**src/rtl/seg7_pkg.sv**
```systemverilog
// Shared types and the hex-to-segment table for the multi-digit seven-segment controller.
// Segment encoding is active-low, bit order g..a.
package seg7_pkg;

    typedef enum logic [1:0] {
        MODE_STATIC = 2'b00,
        MODE_BLINK  = 2'b01,
        MODE_SCROLL = 2'b10,
        MODE_COUNT  = 2'b11
    } mode_t;

    localparam logic [6:0] SEG_BLANK  = 7'h7F;
    localparam logic [6:0] SEG_ALL_ON = 7'h00;

    function automatic logic [6:0] hex_to_seg(input logic [3:0] hex);
        logic [6:0] seg;
        seg = SEG_BLANK;
        unique case (hex)
            4'h0: seg = 7'h40;
            4'h1: seg = 7'h79;
            4'h2: seg = 7'h24;
            4'h3: seg = 7'h30;
            4'h4: seg = 7'h19;
            4'h5: seg = 7'h12;
            4'h6: seg = 7'h02;
            4'h7: seg = 7'h78;
            4'h8: seg = 7'h00;
            4'h9: seg = 7'h10;
            4'hA: seg = 7'h08;
            4'hB: seg = 7'h03;
            4'hC: seg = 7'h46;
            4'hD: seg = 7'h21;
            4'hE: seg = 7'h06;
            4'hF: seg = 7'h0E;
        endcase
        return seg;
    endfunction

endpackage

```
**src/rtl/hex_seg7.sv**
```systemverilog
// Combinational single-digit hex decoder; active-low segments, bit order g..a.
module hex_seg7
    import seg7_pkg::*;
(
    input  logic [3:0] hex,
    output logic [6:0] seg
);

    assign seg = hex_to_seg(hex);

endmodule

```
**src/rtl/seg7_multi_display.sv**
```systemverilog
// N-digit seven-segment controller: handshake-loaded, double-buffered display word applied on
// frame ticks, with static/blink/scroll/count modes and blank/test overrides.
module seg7_multi_display
    import seg7_pkg::*;
#(
    parameter int unsigned NUM_DIGITS = 6,
    parameter int unsigned TICK_DIV   = 25_000_000,
    localparam int unsigned DATA_W    = 4 * NUM_DIGITS
) (
    input  logic                    clk,
    input  logic                    reset,
    input  logic [1:0]              mode,
    input  logic                    blank,
    input  logic                    test,
    input  logic                    load_valid,
    input  logic [DATA_W-1:0]       load_data,
    output logic                    load_ready,
    output logic [7*NUM_DIGITS-1:0] segments,
    output logic                    frame_tick
);

    localparam int unsigned CNT_W = $clog2(TICK_DIV);
    localparam int unsigned OFF_W = (NUM_DIGITS > 1) ? $clog2(NUM_DIGITS) : 1;

    logic [CNT_W-1:0]        cnt_q, cnt_d;
    logic                    tick;
    logic                    frame_tick_q;
    logic [DATA_W-1:0]       disp_q, disp_d;
    logic [DATA_W-1:0]       shadow_q, shadow_d;
    logic                    pending_q, pending_d;
    logic [OFF_W-1:0]        offset_q, offset_d;
    logic                    blink_on_q, blink_on_d;
    mode_t                   prev_mode_q;
    mode_t                   cur_mode;
    logic                    mode_changed;
    logic [DATA_W-1:0]       src_word;
    logic [6:0]              dec_seg [NUM_DIGITS];
    logic [7*NUM_DIGITS-1:0] segments_q, segments_d;

    assign cur_mode     = mode_t'(mode);
    assign mode_changed = (cur_mode != prev_mode_q);

    assign tick  = (cnt_q == CNT_W'(TICK_DIV - 1));
    assign cnt_d = tick ? '0 : cnt_q + CNT_W'(1);

    always_comb begin
        disp_d     = disp_q;
        shadow_d   = shadow_q;
        pending_d  = pending_q;
        offset_d   = offset_q;
        blink_on_d = blink_on_q;

        // Only accepted while empty, so a capture can never collide with an apply.
        if (load_valid && !pending_q) begin
            shadow_d  = load_data;
            pending_d = 1'b1;
        end

        if (tick && pending_q) begin
            disp_d     = shadow_q;
            pending_d  = 1'b0;
            offset_d   = '0;
            blink_on_d = 1'b1;
        end else if (mode_changed) begin
            offset_d   = '0;
            blink_on_d = 1'b1;
        end else if (tick) begin
            unique case (cur_mode)
                MODE_STATIC: ;
                MODE_BLINK:  blink_on_d = !blink_on_q;
                MODE_SCROLL: offset_d = (offset_q == OFF_W'(NUM_DIGITS - 1)) ?
                                        '0 : offset_q + OFF_W'(1);
                MODE_COUNT:  disp_d = disp_q + DATA_W'(1);
            endcase
        end
    end

    // Rotating the doubled word right by offset nibbles puts nibble (k+offset) mod N at digit k.
    always_comb begin
        src_word = disp_q;
        if (cur_mode == MODE_SCROLL) begin
            src_word = DATA_W'({disp_q, disp_q} >> {offset_q, 2'b00});
        end
    end

    for (genvar k = 0; k < NUM_DIGITS; k++) begin : g_digit
        hex_seg7 u_hex_seg7 (
            .hex (src_word[4*k +: 4]),
            .seg (dec_seg[k])
        );
    end

    always_comb begin
        segments_d = '0;
        for (int k = 0; k < NUM_DIGITS; k++) begin
            if (blank) begin
                segments_d[7*k +: 7] = SEG_BLANK;
            end else if (test) begin
                segments_d[7*k +: 7] = SEG_ALL_ON;
            end else if (cur_mode == MODE_BLINK && !blink_on_q) begin
                segments_d[7*k +: 7] = SEG_BLANK;
            end else begin
                segments_d[7*k +: 7] = dec_seg[k];
            end
        end
    end

    always_ff @(posedge clk) begin
        if (reset) begin
            cnt_q        <= '0;
            frame_tick_q <= 1'b0;
            disp_q       <= '0;
            shadow_q     <= '0;
            pending_q    <= 1'b0;
            offset_q     <= '0;
            blink_on_q   <= 1'b1;
            prev_mode_q  <= MODE_STATIC;
            segments_q   <= {NUM_DIGITS{SEG_BLANK}};
        end else begin
            cnt_q        <= cnt_d;
            frame_tick_q <= tick;
            disp_q       <= disp_d;
            shadow_q     <= shadow_d;
            pending_q    <= pending_d;
            offset_q     <= offset_d;
            blink_on_q   <= blink_on_d;
            prev_mode_q  <= cur_mode;
            segments_q   <= segments_d;
        end
    end

    assign load_ready = !pending_q;
    assign frame_tick = frame_tick_q;
    assign segments   = segments_q;

endmodule

```
**config.mk**
```make
export PLATFORM = sky130hd
export DESIGN_NAME = seg7_multi_display
export DESIGN_NICKNAME = d
export VERILOG_FILES = /design/src/rtl/seg7_pkg.sv /design/src/rtl/hex_seg7.sv /design/src/rtl/seg7_multi_display.sv
export SDC_FILE = /design/constraint.sdc
export NUM_CORES = 1
export LEC_CHECK = 0
export ABC_AREA = 1
export CELL_PAD_IN_SITES_DETAIL_PLACEMENT = 1
export CELL_PAD_IN_SITES_GLOBAL_PLACEMENT = 2
export CORE_ASPECT_RATIO = 1.2
export CORE_MARGIN = 2
export CORE_UTILIZATION = 37
export CTS_CLUSTER_SIZE = 28
export DETAILED_ROUTE_END_ITERATION = 10
export DONT_BUFFER_PORTS = 1
export GPL_TIMING_DRIVEN = 0
export PLACE_DENSITY_LB_ADDON = 0.1
export SYNTH_ARGS = -nofsm -noshare
export SYNTH_HDL_FRONTEND = slang
export SYNTH_SLANG_ARGS = --single-unit
```
**constraint.sdc**
```tcl
create_clock -name clk -period 3.9 [get_ports clk]
set_input_delay 0.39 -clock clk [delete_from_list [all_inputs] [get_ports clk]]
set_output_delay 0.39 -clock clk [all_outputs]
set_load 0.005 [all_outputs]
```
==> impl_metrics.tcl, run 1 <==
set metrics [dict create \
    cts_tree "built" \
    fin_cells 1669 \
    crit_path_start_kind "flop" \
    die_w_um 139.8 \
    antenna_left 0 \
    grt_pass1_wl_um 46390 \
    register_area_um2 2462 \
    end_kind "flop" \
    fin_crit_sh_pct 75.32 \
    maxCapViolCount 0 \
    yosys_warnings 0 \
    fmax_mhz 340.4 \
    slew_violations 0 \
    dp_cells 1637 \
    nets 1451 \
    p_leak_nw 4.063 \
    rrSetupSlack_ns 0.96 \
    holdCritStartpoint "mode[0]" \
    syn_inst 1363 \
    antenna_found_initial 0 \
    clock_latency_ns 0.43 \
    synth_edf_count 0 \
    synthFlopType "dfxtp_1" \
    cp_data_required_time_ns 4.21 \
    area_delta_synth_final_pct 11.75 \
    gp_congestion 0.8934 \
    post-route-min-period_ns 2.937 \
    multi_input_area_um2 5040 \
    final_common_cell "nand2_1" \
    r2r-end "segments[34]$_SDFF_PP1_" \
    hold_buffers 0 \
    drc 0 \
    crit_type "reg -> reg" \
    hold_viol 0 \
    setup_viol_count_final 0 \
    synth_area_um2 8188 \
    ctsLongestPathBuffers 2 \
    cts_sinks 123 \
    grt_max_degree 17 \
    setup-tns-final_ns 0 \
    drt-total-wl_um 27980 \
    post_drt_wl_per_cell_um 16.77 \
    dpl_worst_slack_ns 0.9694 \
    worstPathArrival_ns 3.25 \
    cts_setup_buffers 0 \
    clk_pin_slew_ns 0.06 \
    synth-seq-cells 123 \
    grt_use_total_pct 24.70 \
    synthArstFlopShare_pct 0 \
    cts_resized 0 \
    finalWorstSetupSlack_ns 0.9626 \
    cts-buffers-inserted 17 \
    htreeDepth 4 \
    synth_fp_nets 1432 \
    cts_root_buffer "clkbuf_16" \
    rr_worst_depth 14 \
    fillers 2981 \
    die_area_um2 23340 \
    first_pass_iters 5 \
    ir_worst_vdd_mv 0.3031 \
    yosysUniqueCellTypes 35 \
    start_util_pct 37.73 \
    die_h_um 167.0 \
    outcome "completed" \
    via_per_inst 5.215 \
    ys_seq_area_share_pct 30.07 \
    grt_pass1_vias 8922 \
    power.density_nw_per_um2 353.4 \
    rows 59 \
    n_antenna_cell 0 \
    r2r-start "offset_q[1]$_SDFFE_PP0P_" \
    min_to "prev_mode_q[0]$_SDFF_PP0_" \
    rsz0062_at_grt "false" \
    core-area_um2 21700 \
    pin_count 75 \
    final_cell_mix "nand2_1, nand3_1, nor2_1" \
    finClkSkew_ns 0.008311 \
    min_path_type "in -> reg" \
    drt_iter0_markers 344 \
    dp_hpwl_um 21370 \
    port_buffers 0 \
    tightest_slew_ns 1.121 \
    cp_max_fo 10 \
    drive_gt1_share_pct 5.161 \
    holdPathStages 2 \
    grt_overflow 0 \
    slew_headroom_pct 24.97 \
    syn_area_per_cell_um2 6.007 \
    vias 8704 \
]
==> per-layer routing <==
metal / part of all wire, % / wire length (um) / global-route usage, %
met3: 2.8 / 786 / 3.220
met5: 0 / 0 / 0
met2: 49 / 13820 / 43.86
met1: 45 / 12510 / 30.10
met4: 3.1 / 863 / 9.783
==> worst max path at each step <==
stage | start | to | slack, ns
after floorplan | offset_q[0]$_SDFFE_PP0P_ | segments[12]$_SDFF_PP1_ | 1.70
after CTS | offset_q[1]$_SDFFE_PP0P_ | segments[34]$_SDFF_PP1_ | 0.96
final | offset_q[1]$_SDFFE_PP0P_ | segments[34]$_SDFF_PP1_ | 0.96
after detailed placement | offset_q[1]$_SDFFE_PP0P_ | segments[34]$_SDFF_PP1_ | 0.97
after global placement | offset_q[1]$_SDFFE_PP0P_ | segments[34]$_SDFF_PP1_ | 0.99
after global routing | offset_q[1]$_SDFFE_PP0P_ | segments[12]$_SDFF_PP1_ | 0.70
==> critical path, cell delays in order, from the launching register on <==
cell and delay (ns):
dfxtp_1 0.34, inv_1 0.17, buf_1 0.50, nand3_1 0.22, nand3_1 0.15, nand3_1 0.11
o21ai_0 0.30, inv_1 0.19, ha_1 0.28, nand3_1 0.13, nand2_1 0.07, nand2_1 0.05
nand2_1 0.15, nand2_1 0.10, nand2_1 0.05
==> cell families (layout without fill, tap and decap cells) <==
group / after synthesis / count (layout) / share of synthesized area [%]
AOI/OAI and AO/OA: 95 / 95 / 6.082
xor gates and xnor gates: 19 / 19 / 2.032
adders and majority gates: 38 / 38 / 5.807
buffers and inverters: 173 / 205 / 8.374
DFF: 123 / 123 / 30.07
and+or+nand+nor: 915 / 915 / 47.63
==> final cells by class <==
class	instances	share of cell area (%)
Multi-Input combinational cell	1067	55.08
Sequential cell	123	26.91
Clock buffer	20	4.991
Inverter	111	4.554
Tap cell	274	3.747
Buffer	62	2.940
Clock inverter	12	1.778
==> cells in the mapped netlist, types with 2 or more instances <==
cell / instances / area (um^2)
clkinv_1: 5 / 18.77
nand3b_1: 2 / 15.01
nand3_1: 232 / 1161
o21ai_0: 40 / 200.2
nor3b_1: 5 / 37.54
nand4_1: 17 / 106.4
xor2_1: 16 / 140.1
a21oi_1: 46 / 230.2
nor2_2: 2 / 12.51
nand2_2: 4 / 25.02
dfxtp_1: 123 / 2462
xnor2_1: 3 / 26.28
nor2_1: 145 / 544.3
or2_0: 2 / 12.51
or2_2: 8 / 50.05
buf_1: 7 / 26.28
o211ai_1: 3 / 22.52
clkbuf_1: 34 / 127.6
buf_2: 17 / 85.08
a31oi_1: 2 / 12.51
ha_1: 38 / 475.5
buf_4: 4 / 30.03
nand2_1: 468 / 1757
nor3_1: 25 / 125.1
inv_1: 105 / 394.1
==> registers in the layout, indices dropped and copies added, names as in the netlist <==
name and cells:
segments 42, shadow_q 24, pending_q 1, prev_mode_q 2, blink_on_q 1, frame_tick 1, disp_q 24, cnt_q 25
offset_q 3
==> where the power goes <==
group / total, W / internal (W) / leakage [nW] / switching, W
Combinational: 0.000197 / 0.0000562 / 2.76 / 0.000141
Sequential: 0.00133 / 0.00131 / 1.01 / 0.0000222
Clock: 0.00171 / 0.00105 / 0.297 / 0.000662
Total: 0.00323 / 0.00241 / 4.06 / 0.000825
==> metrics by stage <==
step	cell area [um^2]	power (W)	hold slack, ns	utilization, %
floorplan	8188	0.001495	0.4295	-
global placement	8531	0.001552	0.4409	39.31
global route	9150	0.003367	0.07918	42.16
finish	9150	0.003233	0.08779	42.16
CTS	9150	0.003272	0.07810	42.16
detailed placement	8531	0.001557	0.4522	39.31
(Power assumes the default switching activity.)
==> inputs of run 2 (changes only) <==
- CORE_UTILIZATION: 37 -> 31
- clock period: 3.9 -> 2.7 ns (I/O delays scaled with it)
==> run 2 against run 1 <==
Cell count up 5.2%. Clock skew rose by 0.0050 ns. Sequential share of layout area down 1.1 points. Global-route usage decreased by 3.2 points. Worst setup slack worse by 0.74 ns. Utilization down 5.7 points. Register-to-register slack got worse by 0.74 ns. Critical path type unchanged. Largest cell class unchanged. Highest routed layer unchanged.
==> impl_metrics.tcl, run 2 (synthesis results as in run 1) <==
set metrics [dict create \
    die_area_um2 27730 \
    first_pass_iters 4 \
    drt_iter0_markers 329 \
    design_area_um2 9525 \
    pwr-share-seq_pct 41.3 \
    antenna_left 0 \
    antenna_found_initial 0 \
    fin_crit_sh_pct 91.74 \
    p_leak_nw 4.187 \
    grt_pass1_vias 8813 \
    internal-power_w 0.003437 \
    fmax_mhz 403.7 \
    post_drt_wl_per_cell_um 16.59 \
    port_buffers 0 \
    grt_pass1_wl_um 47000 \
    r2r-end "segments[34]$_SDFF_PP1_" \
    rows 65 \
    hold_viol 0 \
    cp_slowest_stage_delay_ns 0.34 \
    slew_headroom_pct 32.52 \
    end_kind "flop" \
    wl_met1_um 13050 \
    drc 0 \
    clock_latency_ns 0.44 \
    route.met3.wl_um 669 \
    cp_data_required_time_ns 3.01 \
    cts-buffers-inserted 17 \
    ctsLongestPathBuffers 2 \
    pin_count 75 \
    crit_path_start_kind "flop" \
    power.density_nw_per_um2 487.9 \
    largest_register_ffs 42 \
    cts_root_buffer "clkbuf_16" \
    top_layer "met4" \
    r2r-start "offset_q[1]$_SDFFE_PP0P_" \
    nets 1478 \
    cts_tree "built" \
    rrSetupSlack_ns 0.22 \
    core-area_um2 26110 \
    p_total_w 0.004647 \
    die_w_um 152.4 \
    min_path_type "in -> reg" \
    crit_chain "inv_1 -> clkbuf_4 -> nand3_1 -> nand3_1 -> nand3_1 -> o21ai_4 -> inv_1 -> ha_1 -> nand3_1 -> nand2_1 -> nand2_1 -> nand2_1 -> nand2_1 -> nand2_1" \
    final_cell_mix "nand2_1, nand3_1, nor2_1" \
    crit_type "reg -> reg" \
    cts_sinks 123 \
    wl_met2_um 14580 \
    finClkSkew_ns 0.01331 \
    cp_max_fo 10 \
    maxCapViolCount 0 \
    drt-total-wl_um 29140 \
    p_sw_w 0.001210 \
    rsz0062_at_grt "true" \
    grt_max_degree 17 \
    grt_overflow 0 \
    slowest_stage "dfxtp_1" \
    via_per_inst 4.938 \
    post-route-min-period_ns 2.477 \
    setup_viol_count_final 0 \
    fin_cells 1756 \
    final_common_cell "nand2_1" \
    outcome "completed" \
    gp_congestion 0.8955 \
    vias 8672 \
    rr_worst_depth 14 \
    cp_common_cell "nand2_1" \
    pwr-share-clk_pct 52.0 \
    ir_worst_vdd_mv 0.3246 \
    dp_hpwl_um 22320 \
    place_area_um2 8607 \
    start_util_pct 31.36 \
    area_delta_synth_final_pct 16.34 \
    crit_end "segments[34]$_SDFF_PP1_" \
    n_antenna_cell 0 \
    die_h_um 182.0 \
    fillers 3462 \
    worstPathArrival_ns 2.79 \
    drive_gt1_share_pct 6.615 \
    dp_cells 1698 \
    comb_power_share_pct 6.8 \
    htreeDepth 4 \
    tightest_slew_ns 1.008 \
    slew_violations 0 \
    critPathLaunch "offset_q[1]$_SDFFE_PP0P_" \
    grt_use_total_pct 21.46 \
    clk_pin_slew_ns 0.06 \
    p_sw_share_pct 26.04 \
]
-- run 2: cell types whose count changed in the layout (fill, tap and decap cells not counted), sizes merged --
| cell | change |
|---|---|
| clkinv | -3 |
| dlygate4sd3 | +20 |
| clkbuf | +1 |
| buf | +3 |
| clkinvlp | +5 |
-- run 2: timing repair --
item / in CTS / in global routing
endpoints found under the hold margin: 20 / 0
setup endpoints to repair: 29 / 37
resized for setup: 10 / 18
hold buffers: 20 / 0
buffers inserted: 0 / 8
pin swaps: 0 / 1
gates cloned: 0 / 0
-- run 2: per-stage QoR --
step / setup WS, ns / hold slack, ns / utilization, % / TNS, ns
2_1_floorplan: 0.5030 / 0.3949 / - / 0
3_3_place_gp: -0.3368 / 0.4052 / 32.97 / -3.263
3_5_place_dp: -0.3210 / 0.4142 / 32.97 / -3.066
4_1_cts: 0.001745 / 0.02233 / 36.09 / 0
5_1_grt: -0.005904 / 0.02101 / 36.49 / -0.005904
6_report: 0.2231 / 0.03616 / 36.49 / 0
-- run 2: final cells by class --
type / count / area, um^2 / share of cell area (%)
tap: 335 / 419.2 / 4.400
clock buffer: 17 / 425.4 / 4.466
sequential: 123 / 2462 / 25.85
inverter: 111 / 420.4 / 4.413
multi-input combinational: 1067 / 5085 / 53.38
buffer: 61 / 281.5 / 2.955
timing repair buffer: 28 / 260.3 / 2.732
clock inverter: 14 / 171.4 / 1.800
-- run 2: worst min-delay path by stage --
stage / startpoint / to / slack [ns] / depth (start not counted)
global route: load_data[16] / shadow_q[16]$_SDFFE_PP0P_ / 0.02 / 2
floorplan: mode[0] / prev_mode_q[0]$_SDFF_PP0_ / 0.39 / 2
global placement: mode[0] / prev_mode_q[0]$_SDFF_PP0_ / 0.41 / 2
finish: load_data[9] / shadow_q[9]$_SDFFE_PP0P_ / 0.04 / 2
CTS: load_data[16] / shadow_q[16]$_SDFFE_PP0P_ / 0.02 / 2
detailed placement: mode[0] / prev_mode_q[0]$_SDFF_PP0_ / 0.41 / 2
-- run 2: worst max-delay path, delay by kind of cell, from the launching register on --
| kind | cells | cell delay (ns) |
|---|---|---|
| and+or+nand+nor | 9 | 1.07 |
| AOI/OAI and AO/OA | 1 | 0.14 |
| buffers and inverters | 3 | 0.56 |
| adders and majority gates | 1 | 0.24 |
| DFF | 1 | 0.34 |
-- run 2: power groups by stage --
stage | clock, W | combinational, W | sequential [W]
after floorplan | 0 | 0.000209 | 0.00195
after global placement | 0 | 0.000289 | 0.00196
after detailed placement | 0 | 0.000292 | 0.00196
after CTS | 0.00248 | 0.000317 | 0.00192
after global routing | 0.00255 | 0.000366 | 0.00192
final | 0.00241 | 0.000316 | 0.00192
-- run 2: metal layers --
layer	up-vias	GRT usage [%]
met5	-	0
met4	0	8.598
met3	42	2.983
met2	112	38.72
met1	4062	25.58
li1	4456	-
